<file path="config.mk">
export PLATFORM = sky130hd
export DESIGN_NAME = dm_port_arbiter
export DESIGN_NICKNAME = d
export VERILOG_FILES = /design/src/rtl/dm_arb_pkg.sv /design/src/rtl/dm_arb_pick.sv /design/src/rtl/dm_port_arbiter.sv
export SDC_FILE = /design/constraint.sdc
export NUM_CORES = 1
export LEC_CHECK = 0
export CAP_MARGIN = 30
export CORE_MARGIN = 1
export CORE_UTILIZATION = 30
export CTS_CLUSTER_DIAMETER = 120
export CTS_CLUSTER_SIZE = 12
export DETAILED_ROUTE_END_ITERATION = 10
export PLACE_DENSITY = 0.74
export SETUP_SLACK_MARGIN = 0.05
export SYNTH_ARGS = -nofsm -noshare
export SYNTH_HDL_FRONTEND = slang
export SYNTH_HIERARCHICAL = 1
export SYNTH_SLANG_ARGS = --single-unit
</file>
<file path="constraint.sdc">
create_clock -name clk -period 3 [get_ports clk]
set_clock_uncertainty 0.15 [all_clocks]
set_input_delay 0.6 -clock clk [delete_from_list [all_inputs] [get_ports clk]]
set_output_delay 0.6 -clock clk [all_outputs]
set_load 0.01 [all_outputs]
</file>
<file path="src/rtl/dm_arb_pkg.sv">
// rtl/dm_arb_pkg.sv - shared types and constants for the DM port arbiter
package dm_arb_pkg;

  typedef enum logic [1:0] {
    IDLE  = 2'b00,
    OWN_A = 2'b01,
    OWN_B = 2'b10
  } owner_e;

  localparam logic PORT_A = 1'b0;
  localparam logic PORT_B = 1'b1;

  localparam int DM_AW = 16;
  localparam int DM_DW = 16;

endpackage

</file>
<file path="src/rtl/dm_arb_pick.sv">
// rtl/dm_arb_pick.sv - combinational round-robin winner select with burst bound
module dm_arb_pick
  import dm_arb_pkg::*;
#(
  parameter int MAX_BURST = 4,
  parameter int CW        = $clog2(MAX_BURST + 1)
) (
  input  logic          a_req_i,
  input  logic          b_req_i,
  input  owner_e        owner_i,
  input  logic          last_i,
  input  logic [CW-1:0] cnt_i,
  output logic          gnt_a_o,
  output logic          gnt_b_o
);

  localparam logic [CW-1:0] MAX_CNT = CW'(MAX_BURST);

  always_comb begin
    gnt_a_o = 1'b0;
    gnt_b_o = 1'b0;
    if (a_req_i && !b_req_i) begin
      gnt_a_o = 1'b1;
    end else if (b_req_i && !a_req_i) begin
      gnt_b_o = 1'b1;
    end else if (a_req_i && b_req_i) begin
      // Contention: the owner keeps the bus until its burst is used up.
      if (owner_i == OWN_A && cnt_i < MAX_CNT) begin
        gnt_a_o = 1'b1;
      end else if (owner_i == OWN_B && cnt_i < MAX_CNT) begin
        gnt_b_o = 1'b1;
      end else if (last_i == PORT_A) begin
        gnt_b_o = 1'b1;
      end else begin
        gnt_a_o = 1'b1;
      end
    end
  end

endmodule

</file>
<file path="src/rtl/dm_port_arbiter.sv">
// rtl/dm_port_arbiter.sv - shares single-ported data memory DM between CPU (A) and loader (B)
module dm_port_arbiter
  import dm_arb_pkg::*;
#(
  parameter int MAX_BURST = 4
) (
  input  logic             clk,
  input  logic             rst,
  input  logic             a_req,
  input  logic             a_we,
  input  logic [DM_AW-1:0] a_addr,
  input  logic [DM_DW-1:0] a_wdata,
  output logic             a_gnt,
  output logic             a_rvalid,
  output logic [DM_DW-1:0] a_rdata,
  input  logic             b_req,
  input  logic             b_we,
  input  logic [DM_AW-1:0] b_addr,
  input  logic [DM_DW-1:0] b_wdata,
  output logic             b_gnt,
  output logic             b_rvalid,
  output logic [DM_DW-1:0] b_rdata,
  output logic [DM_AW-1:0] dm_addr,
  output logic             dm_re,
  output logic             dm_we,
  output logic [DM_DW-1:0] dm_wdata,
  input  logic [DM_DW-1:0] dm_rdata
);

  localparam int            CW      = $clog2(MAX_BURST + 1);
  localparam logic [CW-1:0] MAX_CNT = CW'(MAX_BURST);

  owner_e           owner_q, owner_d;
  logic             last_q, last_d;
  logic [CW-1:0]    cnt_q, cnt_d;
  logic             a_rvalid_q, b_rvalid_q;
  logic [DM_DW-1:0] a_rdata_q, b_rdata_q;
  logic             pick_a, pick_b;
  logic             a_rd, b_rd;

  dm_arb_pick #(
    .MAX_BURST (MAX_BURST),
    .CW        (CW)
  ) u_pick (
    .a_req_i (a_req),
    .b_req_i (b_req),
    .owner_i (owner_q),
    .last_i  (last_q),
    .cnt_i   (cnt_q),
    .gnt_a_o (pick_a),
    .gnt_b_o (pick_b)
  );

  assign a_gnt = pick_a & ~rst;
  assign b_gnt = pick_b & ~rst;
  assign a_rd  = a_gnt & ~a_we;
  assign b_rd  = b_gnt & ~b_we;

  always_comb begin
    dm_addr  = '0;
    dm_wdata = '0;
    dm_re    = 1'b0;
    dm_we    = 1'b0;
    if (a_gnt) begin
      dm_addr  = a_addr;
      dm_wdata = a_wdata;
      dm_re    = ~a_we;
      dm_we    = a_we;
    end else if (b_gnt) begin
      dm_addr  = b_addr;
      dm_wdata = b_wdata;
      dm_re    = ~b_we;
      dm_we    = b_we;
    end
  end

  always_comb begin
    owner_d = owner_q;
    last_d  = last_q;
    cnt_d   = cnt_q;
    if (a_gnt || b_gnt) begin
      if ((a_gnt && owner_q == OWN_A) || (b_gnt && owner_q == OWN_B)) begin
        if (cnt_q < MAX_CNT) cnt_d = cnt_q + CW'(1);
      end else begin
        owner_d = a_gnt ? OWN_A : OWN_B;
        last_d  = a_gnt ? PORT_A : PORT_B;
        cnt_d   = CW'(1);
      end
    end else begin
      owner_d = IDLE;
      cnt_d   = '0;
    end
  end

  always_ff @(posedge clk) begin
    if (rst) begin
      owner_q    <= IDLE;
      last_q     <= PORT_B;
      cnt_q      <= '0;
      a_rvalid_q <= 1'b0;
      b_rvalid_q <= 1'b0;
      a_rdata_q  <= '0;
      b_rdata_q  <= '0;
    end else begin
      owner_q    <= owner_d;
      last_q     <= last_d;
      cnt_q      <= cnt_d;
      a_rvalid_q <= a_rd;
      b_rvalid_q <= b_rd;
      // DM returns read data during the low phase, so it is ready at this edge.
      if (a_rd) a_rdata_q <= dm_rdata;
      if (b_rd) b_rdata_q <= dm_rdata;
    end
  end

  // A reset arriving right after a read grant cancels the pending return pulse.
  assign a_rvalid = a_rvalid_q & ~rst;
  assign b_rvalid = b_rvalid_q & ~rst;
  assign a_rdata  = a_rdata_q;
  assign b_rdata  = b_rdata_q;

endmodule

</file>
==> flow_summary_export.csv <==
group,metric,value,unit
worst_setup_path,critPathMaxFanout,32,
worst_setup_path,depth_of_the_worst_register_to_register_path,8,
synthesis,synth.avg_cell_area,8.53,µm²
cells_and_area,nNetsFinal,468,
timing,finalHoldViolCount,0,
place,pre_cts_setup_slack,-0.150,ns
floorplanning,fp.dieArea,6640,µm²
synthesis,synth.net_count,309,
synthesis,synth_seq_cells,40,
place,gp_congestion,0.769,
floorplanning,floorplan.die.width,81.5,µm
global_route,grt_max_degree,36,
timing,timing.fmax,347,MHz
cells_and_area,multi_input_area,1020,µm²
floorplanning,fp.coreArea,5990,µm²
synthesis,synth-seq-area-share,42.3,%
power,power.leakage,1.53,nW
cells_and_area,final_area,3710,µm²
drt,drt-pass1-iter-count,4,
worst_setup_path,worst_r2r_startpoint,"owner_q[1]",
synthesis,synth-compound-area-share,28.2,%
synthesis,synth_enable_flop_cells,0,
global_route,overflow,0,
power,share_comb_of_total_power,26.1,%
timing,setup_repair_after_global_routing_missed_its_margin,"no",
drt,drt-initial-drc-count,64,
worst_setup_path,cp_slowest_stage_delay,0.45,ns
hold_path,worstHoldStart,"a_rdata[15]",
drt,num_vias,2159,
job,max-cap-violations,0,
drt,route.detailed.vias_per_inst,4.72,
drt,drt-wirelength-per-cell,14.4,µm
power,power.share.clock,33.6,%
worst_setup_path,crit_chain,"clkdlybuf4s50_1 -> inv_1 -> o21a_1 -> nand2b_1 -> nor2_4 -> buf_12 -> a22o_1 -> dlygate4sd2_1",
synthesis,synthAdderAreaFrac,0.661,%
cells_and_area,area_delta_synth_final,96.0,%
worst_setup_path,path_class,"in2out",
worst_setup_path,critPathRequiredTime,2.25,ns
worst_setup_path,critical-path-slowest-cell,"clkdlybuf4s50_1",
place,hpwlAfterDp,5.22,mm
clocking,numCtsBuffers,5,
clocking,cts-root-buf,"clkbuf_8",
synthesis,synth_top_area_cell,"dfxtp_1",
floorplanning,die_y,81.5,µm
worst_setup_path,setup.worst_path.start_class,"input port",
timing,max_slew_violation_count,0,
worst_setup_path,cp-end-kind,"primary output",
synthesis,yosys.area_share.xor_xnor,0.462,%
worst_setup_path,regToRegEndpoint,"a_rdata[6]",
timing,layout_worst_path_cycle_share,96.1,%
global_route,via_count_of_the_first_global_routing_pass,2113,
clocking,tritoncts_num_sinks,40,
power,p_switching,0.341,mW
worst_setup_path,worst-endpoint-arrival,2.13,ns
timing,slew_of_the_pin_with_the_lowest_slew_margin,0.308,ns
outcome,status,"complete, no violations",
clocking,clkSlewWorstSetupHoldPaths,0.07,ns
synthesis,synth_simple_gate_area_share,23.1,%
cells_and_area,stdcell_count,457,
global_route,antenna_found_initial,0,
cells_and_area,n_antenna_cell,0,
synthesis,synth.mux.area_fraction,0.528,%
hold_path,worst_hold_path.endpoint,"a_rdata[15]",
timing,fin_setup_tns,0,ns
drt,post-route-drc-count,0,
synthesis,synth.top_cells.by_area,"dfxtp_1 42%, a22o_1 15%, nand2b_1 12%, nand2_1 6.3%, o21ai_0 4.8%",
clocking,htree_num_levels,2,
synthesis,synth_top_area_share,42.3,%
synthesis,post_synth_inst_count,222,
synthesis,yosys_warnings,6,
global_route,grt_use_total,20.1,%
clocking,cts_tree,"done",
synthesis,synth_area,1890,µm²
power,vdd.ir_drop.worst,229,µV
clocking,clock_latency,0.28,ns
synthesis,synth.top_cells.by_count,"40 x dfxtp_1, 37 x nand2b_1, 32 x a22o_1, 32 x nand2_1, 18 x o21ai_0",
global_route,first_pass_grt_wire_length,9.94,mm
timing,timing.final.crit_period,2.88,ns
drt,totalWireLength,6.58,mm
power,fraction_of_power_consumed_by_sequential_logic,40.3,%
floorplanning,placementRows,28,
synthesis,synth_cell_types,28,
timing,setup_slack,0.118,ns
clocking,max-clock-path-buffers,2,
power,internal-power,1.09,mW
synthesis,main_combinational_cell_family_by_area_after_synthesis,"compound AO/OA/AOI/OAI gates",
place,dp_cells,448,
drt,drtAntennaViolNets,0,
power,power.density,384,nW/µm²
timing,maxSlewHeadroom,79.4,%
synthesis,synth_most_common_cell,"dfxtp_1",
place,place.port_buffers,155,
worst_setup_path,reg_to_reg_setup_timing_slack,0.94,ns
cells_and_area,seq_area,803,µm²
power,swShare,23.9,%
cells_and_area,filler_cell_count,551,
floorplanning,floorplan.initialDensity,31.6,%
cells_and_area,layout_cells_sized_above_1,7.59,%
hold_path,timing.hold.worst.class,"reg2reg",
hold_path,hold_path_depth,2,
floorplanning,design.portCount,156,
synthesis,synth_ff_type,"dfxtp_1",
place,postPlaceCellArea,3580,µm²
synthesis,postSynth.asyncResetShare,0,%
timing,report.final.setup_viol,0,
## routing by layer
| layer | part of all wire (%) | vias to the layer above | global-route usage (%) |
|---|---|---|---|
| li1 | - | 1089 | - |
| met5 | 0 | - | 0 |
| met4 | 2.0 | 0 | 8.21 |
| met2 | 54 | 96 | 37.8 |
| met1 | 36 | 966 | 20.0 |
| met3 | 8.3 | 8 | 6.56 |
## cells in the final DEF (no fill, tap or decap), types with 2 or more instances in the layout
master | netlist | layout
o21ai_1 | 15 | 15
nand2_1 | 32 | 32
nor2_1 | 4 | 4
a211oi_1 | 2 | 2
o21ai_0 | 18 | 18
nor2b_1 | 2 | 2
nand2b_1 | 37 | 37
buf_4 | 0 | 10
nor3b_4 | 1 | 2
clkdlybuf4s50_1 | 0 | 118
dlygate4sd2_1 | 0 | 24
dlymetal6s2s_1 | 0 | 2
dfxtp_2 | 0 | 2
a22o_1 | 32 | 32
clkdlybuf4s15_1 | 0 | 11
o21a_1 | 2 | 2
buf_12 | 0 | 2
inv_1 | 3 | 3
a21oi_1 | 5 | 4
dfxtp_1 | 40 | 38
nand3b_1 | 2 | 2
clkbuf_8 | 0 | 7
## state kept, by name (all words and copies together), names as in the netlist
register    flops
last_q          1
b_rdata        16
a_rdata        16
a_rvalid_q      1
owner_q         2
b_rvalid_q      1
cnt_q           3
## power groups by stage
stage / combinational (mW) / sequential (mW) / clock, mW
global placement: 0.388 / 0.586 / 0
detailed placement: 0.392 / 0.587 / 0
CTS: 0.374 / 0.576 / 0.491
global route: 0.401 / 0.579 / 0.513
finish: 0.373 / 0.576 / 0.480
floorplan: 0.121 / 0.596 / 0
## how the worst max path moves through the flow
stage	startpoint	end
after global placement	b_req	dm_addr[15]
final	a_req	dm_addr[6]
after CTS	a_req	b_gnt
after global routing	a_req	dm_wdata[6]
after floorplan	a_req	dm_we
after detailed placement	b_req	dm_addr[15]
## per-stage QoR
step	total power [mW]	hold WS, ns	util (%)
after floorplan	0.717	0.336	-
final	1.43	0.321	62.0
after detailed placement	0.980	0.307	59.8
after CTS	1.44	0.321	61.6
after global placement	0.974	0.300	59.8
after global routing	1.49	0.345	62.0
## repair_timing
| action | 4_1_cts | 5_1_grt |
|---|---|---|
| buffers inserted | 1 | 0 |
| gates resized for setup | 40 | 14 |
| hold buffers | 0 | 0 |
| setup endpoints to repair | 36 | 14 |
## cell type report
| cell class | instances | share of cell area (%) |
|---|---|---|
| Clock buffer | 7 | 2.59 |
| Clock inverter | 1 | 0.809 |
| Inverter | 4 | 0.404 |
| Multi-Input combinational cell | 162 | 27.5 |
| Sequential cell | 40 | 21.6 |
| Tap cell | 75 | 2.53 |
| Timing Repair Buffer | 168 | 44.5 |
## worst max-delay path, delay by kind of cell
family,cells,cell delay [ns]
compound gates,2,0.38
simple gates,2,0.19
buf+inv,4,0.95
## logic make-up after synthesis
family / Yosys count
AO/OA/AOI/OAI: 78
AND/OR/NAND/NOR: 81
multiplexers: 1
adder cells (fa/ha/maj): 1
XOR/XNOR: 1
flip-flops: 40
buffers and inverters: 20
No activity file was read; power rests on OpenSTA's default activity.
